### src/rtl/cal_dsink_pkg.sv
// Shared calculator head definitions: data-bus destination codes, the
// default memory write buffer depth and a small destination decoder.
package cal_dsink_pkg;

  localparam logic [1:0] DMUX_MEM    = 2'b00;
  localparam logic [1:0] DMUX_CPU    = 2'b01;
  localparam logic [1:0] DMUX_ACC    = 2'b10;
  localparam logic [1:0] DMUX_UNUSED = 2'b11;

  localparam int CAL_FIFO_DEPTH = 2;

  typedef enum logic [1:0] {
    DEST_MEM = 2'd0,
    DEST_CPU = 2'd1,
    DEST_ACC = 2'd2
  } dest_e;

  // The unused code 2'b11 is steered to the CPU register.
  function automatic dest_e destOf(input logic [1:0] dsel);
    dest_e d;
    d = DEST_CPU;
    if (dsel == DMUX_MEM) d = DEST_MEM;
    else if (dsel == DMUX_ACC) d = DEST_ACC;
    return d;
  endfunction

endpackage

### src/rtl/cal_dsink_if.sv
// Bus bundle between the calculator data bus, the CPU/ACC destination
// registers and the memory write port of cal_dsink.
// Optional parity ports appear when CAL_BUS_PARITY_EN is defined.
interface cal_dsink_if #(
  parameter int DW = 8
);

  logic [DW-1:0] data_bus;
  logic [1:0]    dsel;
  logic          bus_vld;
  logic          bus_rdy;
  logic [DW-1:0] cpu_data_in;
  logic [DW-1:0] acc_data_in;
  logic          cpu_ld;
  logic          acc_ld;
  logic [DW-1:0] mem_data_in;
  logic          mem_we;
  logic          mem_rdy;
`ifdef CAL_BUS_PARITY_EN
  logic          bus_par;
  logic          bus_err;

  modport master (
    output data_bus, dsel, bus_vld, mem_rdy, bus_par,
    input  bus_rdy, cpu_data_in, acc_data_in, cpu_ld, acc_ld,
           mem_data_in, mem_we, bus_err
  );

  modport slave (
    input  data_bus, dsel, bus_vld, mem_rdy, bus_par,
    output bus_rdy, cpu_data_in, acc_data_in, cpu_ld, acc_ld,
           mem_data_in, mem_we, bus_err
  );
`else
  modport master (
    output data_bus, dsel, bus_vld, mem_rdy,
    input  bus_rdy, cpu_data_in, acc_data_in, cpu_ld, acc_ld,
           mem_data_in, mem_we
  );

  modport slave (
    input  data_bus, dsel, bus_vld, mem_rdy,
    output bus_rdy, cpu_data_in, acc_data_in, cpu_ld, acc_ld,
           mem_data_in, mem_we
  );
`endif

endinterface

### src/rtl/cal_sync_fifo.sv
// Small synchronous FIFO used as the memory write buffer. The head word is
// presented combinationally and reads as zero while the buffer is empty.
module cal_sync_fifo #(
  parameter int DW         = 8,
  parameter int FIFO_DEPTH = 2
) (
  input  logic          clk,
  input  logic          rst_n,
  input  logic          i_push,
  input  logic [DW-1:0] i_data,
  input  logic          i_pop,
  output logic          o_full,
  output logic          o_empty,
  output logic [DW-1:0] o_head
);

  localparam int AW = $clog2(FIFO_DEPTH);
  localparam logic [AW-1:0] PTR_ONE = 1;
  localparam logic [AW:0]   CNT_ONE = 1;
  localparam logic [AW:0]   CNT_FULL = FIFO_DEPTH[AW:0];

  logic [AW-1:0] r_wr_ptr;
  logic [AW-1:0] r_rd_ptr;
  logic [AW:0]   r_count;
  logic [DW-1:0] r_mem [FIFO_DEPTH];
  logic          w_push;
  logic          w_pop;

  assign o_full  = (r_count == CNT_FULL);
  assign o_empty = (r_count == '0);
  assign o_head  = o_empty ? '0 : r_mem[r_rd_ptr];
  assign w_push  = i_push && !o_full;
  assign w_pop   = i_pop && !o_empty;

  // Pointers wrap naturally at the power-of-two depth; count tracks occupancy.
  always_ff @(posedge clk or negedge rst_n) begin
    if (!rst_n) begin
      r_wr_ptr <= '0;
      r_rd_ptr <= '0;
      r_count  <= '0;
    end else begin
      if (w_push) r_wr_ptr <= r_wr_ptr + PTR_ONE;
      if (w_pop)  r_rd_ptr <= r_rd_ptr + PTR_ONE;
      if (w_push && !w_pop)      r_count <= r_count + CNT_ONE;
      else if (w_pop && !w_push) r_count <= r_count - CNT_ONE;
    end
  end

  // Storage needs no reset: an empty buffer never exposes its contents.
  always_ff @(posedge clk) begin
    if (w_push) r_mem[r_wr_ptr] <= i_data;
  end

endmodule

### src/rtl/cal_dsink.sv
// Calculator data-bus sink: routes each bus transfer to the CPU register,
// the ACC register (each with a one-cycle load strobe) or the memory write
// buffer. Define CAL_BUS_PARITY_EN to add odd-parity checking with a sticky
// error flag; the default build accepts every transfer.
module cal_dsink
  import cal_dsink_pkg::*;
#(
  parameter int DW         = 8,
  parameter int FIFO_DEPTH = CAL_FIFO_DEPTH
) (
  input  logic        clk,
  input  logic        rst_n,
  cal_dsink_if.slave  bus
);

  logic          w_full;
  logic          w_empty;
  logic [DW-1:0] w_head;
  logic          w_xfer;
  logic          w_par_ok;
  logic          w_accept;
  logic          w_push;
  logic          w_pop;
  logic          w_to_cpu;
  logic          w_to_acc;
  dest_e         w_dest;

  logic [DW-1:0] r_cpu_data;
  logic [DW-1:0] r_acc_data;
  logic          r_cpu_ld;
  logic          r_acc_ld;

  assign w_xfer   = bus.bus_vld && !w_full;
  assign w_accept = w_xfer && w_par_ok;
  assign w_dest   = destOf(bus.dsel);
  assign w_push   = w_accept && (w_dest == DEST_MEM);
  assign w_to_cpu = w_accept && (w_dest == DEST_CPU);
  assign w_to_acc = w_accept && (w_dest == DEST_ACC);
  assign w_pop    = !w_empty && bus.mem_rdy;

`ifdef CAL_BUS_PARITY_EN
  logic r_bus_err;

  assign w_par_ok    = ^{bus.data_bus, bus.bus_par};
  assign bus.bus_err = r_bus_err;

  // A transfer with bad parity is dropped and latches the error until reset.
  always_ff @(posedge clk or negedge rst_n) begin
    if (!rst_n)                  r_bus_err <= 1'b0;
    else if (w_xfer && !w_par_ok) r_bus_err <= 1'b1;
  end
`else
  assign w_par_ok = 1'b1;
`endif

  // Destination registers load on their transfer; strobes last one cycle.
  always_ff @(posedge clk or negedge rst_n) begin
    if (!rst_n) begin
      r_cpu_data <= '0;
      r_acc_data <= '0;
      r_cpu_ld   <= 1'b0;
      r_acc_ld   <= 1'b0;
    end else begin
      r_cpu_ld <= w_to_cpu;
      r_acc_ld <= w_to_acc;
      if (w_to_cpu) r_cpu_data <= bus.data_bus;
      if (w_to_acc) r_acc_data <= bus.data_bus;
    end
  end

  cal_sync_fifo #(
    .DW         (DW),
    .FIFO_DEPTH (FIFO_DEPTH)
  ) u_fifo (
    .clk     (clk),
    .rst_n   (rst_n),
    .i_push  (w_push),
    .i_data  (bus.data_bus),
    .i_pop   (w_pop),
    .o_full  (w_full),
    .o_empty (w_empty),
    .o_head  (w_head)
  );

  assign bus.bus_rdy     = !w_full;
  assign bus.mem_we      = !w_empty;
  assign bus.mem_data_in = w_head;
  assign bus.cpu_data_in = r_cpu_data;
  assign bus.acc_data_in = r_acc_data;
  assign bus.cpu_ld      = r_cpu_ld;
  assign bus.acc_ld      = r_acc_ld;

endmodule

### src/flat_wrapper.sv
// flat-port wrapper written by rule: the top's interface ports become plain ports
module cal_dsink_flat import cal_dsink_pkg::*;
#(
  parameter int DW         = 8,
  parameter int FIFO_DEPTH = CAL_FIFO_DEPTH
)
  (clk, rst_n, bus_data_bus, bus_dsel, bus_bus_vld, bus_mem_rdy, bus_bus_rdy, bus_cpu_data_in, bus_acc_data_in, bus_cpu_ld, bus_acc_ld, bus_mem_data_in, bus_mem_we);
  cal_dsink_if #(.DW(DW)) bus_i ();
  input  logic clk;
  input  logic rst_n;
  input wire logic [$bits(bus_i.data_bus)-1:0] bus_data_bus;
  input wire logic [$bits(bus_i.dsel)-1:0] bus_dsel;
  input wire logic [$bits(bus_i.bus_vld)-1:0] bus_bus_vld;
  input wire logic [$bits(bus_i.mem_rdy)-1:0] bus_mem_rdy;
  output wire logic [$bits(bus_i.bus_rdy)-1:0] bus_bus_rdy;
  output wire logic [$bits(bus_i.cpu_data_in)-1:0] bus_cpu_data_in;
  output wire logic [$bits(bus_i.acc_data_in)-1:0] bus_acc_data_in;
  output wire logic [$bits(bus_i.cpu_ld)-1:0] bus_cpu_ld;
  output wire logic [$bits(bus_i.acc_ld)-1:0] bus_acc_ld;
  output wire logic [$bits(bus_i.mem_data_in)-1:0] bus_mem_data_in;
  output wire logic [$bits(bus_i.mem_we)-1:0] bus_mem_we;
  assign bus_i.data_bus = bus_data_bus;
  assign bus_i.dsel = bus_dsel;
  assign bus_i.bus_vld = bus_bus_vld;
  assign bus_i.mem_rdy = bus_mem_rdy;
  assign bus_bus_rdy = bus_i.bus_rdy;
  assign bus_cpu_data_in = bus_i.cpu_data_in;
  assign bus_acc_data_in = bus_i.acc_data_in;
  assign bus_cpu_ld = bus_i.cpu_ld;
  assign bus_acc_ld = bus_i.acc_ld;
  assign bus_mem_data_in = bus_i.mem_data_in;
  assign bus_mem_we = bus_i.mem_we;
  cal_dsink #(.DW(DW), .FIFO_DEPTH(FIFO_DEPTH)) u_core (.clk(clk), .rst_n(rst_n), .bus(bus_i));
endmodule
### config.mk
export PLATFORM = sky130hd
export DESIGN_NAME = cal_dsink_flat
export DESIGN_NICKNAME = d
export VERILOG_FILES = /design/src/rtl/cal_dsink_pkg.sv /design/src/rtl/cal_dsink_if.sv /design/src/rtl/cal_sync_fifo.sv /design/src/rtl/cal_dsink.sv /design/src/flat_wrapper.sv
export SDC_FILE = /design/constraint.sdc
export NUM_CORES = 1
export LEC_CHECK = 0
export ABC_AREA = 1
export BUFFER_PORTS_ARGS = -buffer_cell sky130_fd_sc_hd__buf_2
export CORE_ASPECT_RATIO = 0.75
export CORE_MARGIN = 3
export CORE_UTILIZATION = 30
export CTS_CLUSTER_DIAMETER = 40
export DETAILED_ROUTE_END_ITERATION = 12
export HOLD_SLACK_MARGIN = 0.03
export REMOVE_ABC_BUFFERS = 1
export SLEW_MARGIN = 30
export SYNTH_ARGS = -nofsm -noshare
export SYNTH_HDL_FRONTEND = slang
export SYNTH_SLANG_ARGS = --single-unit
### constraint.sdc
create_clock -name clk -period 1.55 [get_ports clk]
set_input_delay 0.0775 -clock clk [delete_from_list [all_inputs] [get_ports clk]]
set_output_delay 0.0775 -clock clk [all_outputs]
set_load 0.03 [all_outputs]
# After elaboration in Yosys (flattened, before gate mapping)
# Memories as Yosys holds them, arrays and structs flattened.
# Cells that the tools add are included.
# word_totals
regBits	22
mem_bits_rw	16
input_bits	14
mem_count	1
# op_classes
add_sub_neg	4
n_eq_ne	4
n_mux	7
n_reduce_logical	17
# mem_list
memory	depth	width	rd	rd_ports_with_merged_regs	wr	line_no	text
u_core.u_fifo.r_mem	2	8	1	0	1	cal_sync_fifo.sv:25	logic [DW-1:0] r_mem [FIFO_DEPTH];
# op_table
cell	count
$logic_and 1x1->1	9
$mux 2	4
$mux 8	1
$eq 2x2->1 const B	3
$logic_not 2->1	3
$logic_not 1->1	4
$add 1x1->1 const B	2
$add 2x1->2 const B	1
$eq 2x1->1 const B	1
$mux 1	2
$reduce_bool 2->1	1
$sub 2x1->2 const B	1

# Depth between registers and ports, before layout
# depth
word_depth	10
depth_mapped	11
mapped_depth_nobuf	10

# Hierarchy
# A second synthesis with hierarchy kept.
# unflattened
hier_cells	155
area_unflattened_um2	1607.8
# modules_own_cells
module	instances	cells_each	area_per_inst_um2	seq_area_each_um2
cal_sync_fifo	1	74	847.1	580.6
cal_dsink	1	81	760.7	450.4

# Worst setup path before layout
# OpenSTA, ideal clock, no wires.
# synth_timing
path_kind	register -> register
from	reg u_core.u_fifo.r_count[0]
to	reg u_core.u_fifo.r_count[1]
setup_ps	117
t_arrival_ps	1397
setup_slack_ps	36
stages_incl_launch_ff	9
n_path_buf	0
synth_period_minus_slack_ps	1514
cell_sequence	dfrtp_1 > nor2_2 > inv_2 > nand2_2 > ha_1 > inv_1 > nand3_1 > nand2_1 > nand2_1
# synth_via
elab_cells_between_ends	18
cone_classes	add/sub: 2; eq/ne: 1; mux: 2; reduce/logical: 13
# synth_rtl
element	line_no	text
from (decl)	cal_sync_fifo.sv:24	logic [AW:0] r_count;
from (signal assigned)	cal_sync_fifo.sv:44	if (w_push && !w_pop) r_count <= r_count + CNT_ONE;
from (signal assigned)	cal_sync_fifo.sv:45	else if (w_pop && !w_push) r_count <= r_count - CNT_ONE;
$logic_not 2->1 *	cal_sync_fifo.sv:30	assign o_empty = (r_count == '0);
$logic_not 1->1 *	-	
named net bus_mem_we	flat_wrapper.sv:21	output wire logic [$bits(bus_i.mem_we)-1:0] bus_mem_we;
$logic_and 1x1->1	cal_dsink.sv:39	assign w_pop = !w_empty && bus.mem_rdy;
$logic_and 1x1->1 *	cal_sync_fifo.sv:33	assign w_pop = i_pop && !o_empty;
$logic_not 1->1	cal_sync_fifo.sv:44	
$logic_and 1x1->1	cal_sync_fifo.sv:44	
$mux 2 / $reduce_bool 2->1 (equally long branches)	-	
# The timed path passes the listed nets; every way through them passes the cells marked *. The select of a mux whose other input is x is not followed.
# A chain may end at the register's enable or synchronous reset.

# Worst setup path after layout
# layout_timing
from	reg u_core.u_fifo.r_count[0]
to	out bus_mem_data_in[4]
# layout_via
elab_chain_cells	2
# layout_lines
element	line_no	text
$logic_not 2->1	cal_sync_fifo.sv:30	
$mux 8	cal_sync_fifo.sv:31	assign o_head = o_empty ? '0 : r_mem[r_rd_ptr];
to (decl)	flat_wrapper.sv:20	output wire logic [$bits(bus_i.mem_data_in)-1:0] bus_mem_data_in;
# Every way passes these cells.

==> flow_summary.yaml <==
synthesis:
  synth_area_per_cell_um2: 10.50
  synth_area_um2: 1585
  muxShareOfSynthArea: 0
  synth-compound-area-share: 0.02526
  ys_warn_count: 0
  synth_xor_xnor_area_share: 0.005525
  yosys.cell_types.count: 21
  synth_simple_gate_area_frac: 0.2573
  ys_seq_elements: 38
  synthAdderAreaFrac: 0.007893
  seq_area_frac_synth: 0.6504
  synth_cells: 151
  synth_top_family_by_area: "simple AND/OR/NAND/NOR gates"
routing:
  routedWlPerCell_um: 13.43
  firstDrtPassIters: 4
  drc_errors: 0
  viasPerCell: 4.309
  wl_mm: 3.734
  drtAntennaViolNets: 0
  num_vias: 1198
  drt_iter0_markers: 78
power:
  ir_drop_uv: 827.2
  p_leak_uw: 0.001002
  power.density_nw_per_um2: 1886
global_routing:
  grt_pass1_wl_mm: 6.216
  grt_overflow: 0
  grt_pass1_vias: 1134
  grt_usage: 0.1334
  grt_max_degree: 23
  antenna_found_initial: 0
finish:
  fillers: 516
  insertedDiodeCount: 0
  final_cells: 278
  layout_common_cells: "56 x nand2_1, 41 x buf_2, 22 x dfrtp_1, 18 x nand4_1, 16 x edfxtp_1"
  syn2layout_area_growth_pct: 27.86
  utilization: 0.4046
  finalNetCount: 220
  drive_gt1_frac: 0.3010
  final_common_cell: "nand2_1"
sta:
  max-slew-margin-rel: 0.6605
  min_period_ns: 1.411
  period_share: 0.9106
  fin_skew_ns: 0.001297
  rsz0062_at_grt: "false"
  max_freq_ghz: 0.7085
  setup_viol_count_final: 0
  tightestPinTransition_ns: 0.5093
  slew_viol_final: 0
  hold_violations: 0
clock_network:
  clock_sinks: 38
  clk_latency_ns: 0.29
  clock_tree.root_cell: "clkbuf_8"
  htreeDepth: 2
  path_clk_slew_ns: 0.07
  clockBufferDepth: 2
  cts_tree: "done"
  post_cts_buffers: 0
  numCtsBuffers: 5
placed_design:
  gp_congestion: 0.7867
  place_inst: 264
  place_hpwl_mm: 2.612
  portBuffers: 41
worst_setup_path:
  crit_type: "reg -> out"
  startpoint_type: "flop"
  cp.arrival_ns: 1.33
  cp.required_ns: 1.47
  crit_path_end_kind: "output pin"
  crit_fanout: 8
job:
  cap_viol_max_count: 0
floorplan:
  pin_count: 42
  die_y_um: 68.96
  rows: 22
  start_util: 0.3164
  core_area_um2: 5010
  die_area_um2: 6202
  die_width_um: 89.94
status:
  outcome: "finished clean"
min_path:
  hp-class: "in -> reg"
==> path summary, 6_finish.rpt <==
check / from / to / slack [ns] / depth (start not counted)
min reg2reg: u_core.bus.cpu_data_in[6]$_DFFE_PN0P_ / u_core.bus.cpu_data_in[6]$_DFFE_PN0P_ / 0.47 / 2
max reg2reg: u_core.u_fifo.r_count[0]$_DFFE_PN0P_ / u_core.u_fifo.r_count[1]$_DFFE_PN0P_ / 0.18 / 9
max: u_core.u_fifo.r_count[0]$_DFFE_PN0P_ / bus_mem_data_in[4] / 0.14 / 4
min: bus_data_bus[2] / u_core.u_fifo.r_mem[1][2]$_DFFE_PP_ / 0.04 / 1
max in group asynchronous: rst_n / u_core.u_fifo.r_wr_ptr$_DFFE_PN0N_ / 0.92 / 2
min in group asynchronous: rst_n / u_core.bus.acc_data_in[2]$_DFFE_PN0P_ / 0.28 / 2
==> cell usage after synthesis (all sizes together) <==
library cell	n	area, um2
a21oi	8	40.04
buf	5	36.28
clkbuf	1	3.750
clkinv	1	3.750
dfrtp	22	550.5
edfxtp	16	480.5
ha	1	12.51
inv	11	41.29
nand2	58	222.7
nand3	5	47.55
nand4	18	112.6
nor2	4	25.03
xnor2	1	8.760
==> sequential cells by signal, summed over array words and instances (netlist names) <==
signal	count
u_core.bus.acc_data_in	8
u_core.bus.acc_ld	1
u_core.bus.cpu_data_in	8
u_core.bus.cpu_ld	1
u_core.u_fifo.r_count	2
u_core.u_fifo.r_mem	16
u_core.u_fifo.r_rd_ptr	1
u_core.u_fifo.r_wr_ptr	1
==> critical path: stages (launching register included) <==
cell and delay (ns):
dfrtp_1 0.43, nor2_2 0.07, buf_4 0.17, a21oi_1 0.15, buf_2 0.22
==> repair_timing <==
item	CTS	global route
hold endpoints to repair	28	4
hold buffers	4	2
gates resized for setup	0	0
==> layer usage <==
| metal | vias to the layer above | GRT usage | share of wire |
|---|---|---|---|
| met1 | 541 | 0.1857 | 0.49 |
| li1 | 615 | - | - |
| met2 | 38 | 0.1929 | 0.42 |
| met5 | - | 0 | 0 |
| met4 | 0 | 0.04580 | 0.0072 |
| met3 | 4 | 0.04772 | 0.086 |
==> where the power goes <==
group / switching (uW) / internal (uW) / leakage [uW]
sequential: 144 / 1300 / 0.000419
combinational: 1240 / 489 / 0.000540
clock: 345 / 309 / 0.0000426
==> area by class of cell <==
class                      instances  area [um2]  area share
tap                               72       90.09     0.04444
timing repair buffer              53       310.3      0.1531
clock buffer                       6       72.57     0.03580
sequential                        38        1031      0.5086
clock inverter                     2       8.758    0.004321
inverter                          12       45.04     0.02222
multi-input combinational         95       469.2      0.2315
==> logic make-up (layout without fill, tap and decap cells) <==
kind of cell | after synthesis | in the layout
fa+ha+maj | 1 | 1
flops | 38 | 38
simple gates | 85 | 85
compound gates | 8 | 8
buf+inv | 18 | 73
xor+xnor | 1 | 1
==> through the flow <==
stage          setup TNS, ns  instance area, um2  hold WS, ns  power [uW]  setup slack [ns]
2_1_floorplan         -1.219                1545      -0.2181        2607           -0.1471
3_3_place_gp               0                1886      0.08220        3180            0.2325
3_5_place_dp               0                1886      0.07999        3198            0.1921
4_1_cts                    0                2007      0.03166        3857            0.1277
5_1_grt                    0                2027      0.03247        4122          0.003291
6_report                   0                2027      0.04284        3822            0.1386
Note: power is estimated with default switching activity, not from simulation.
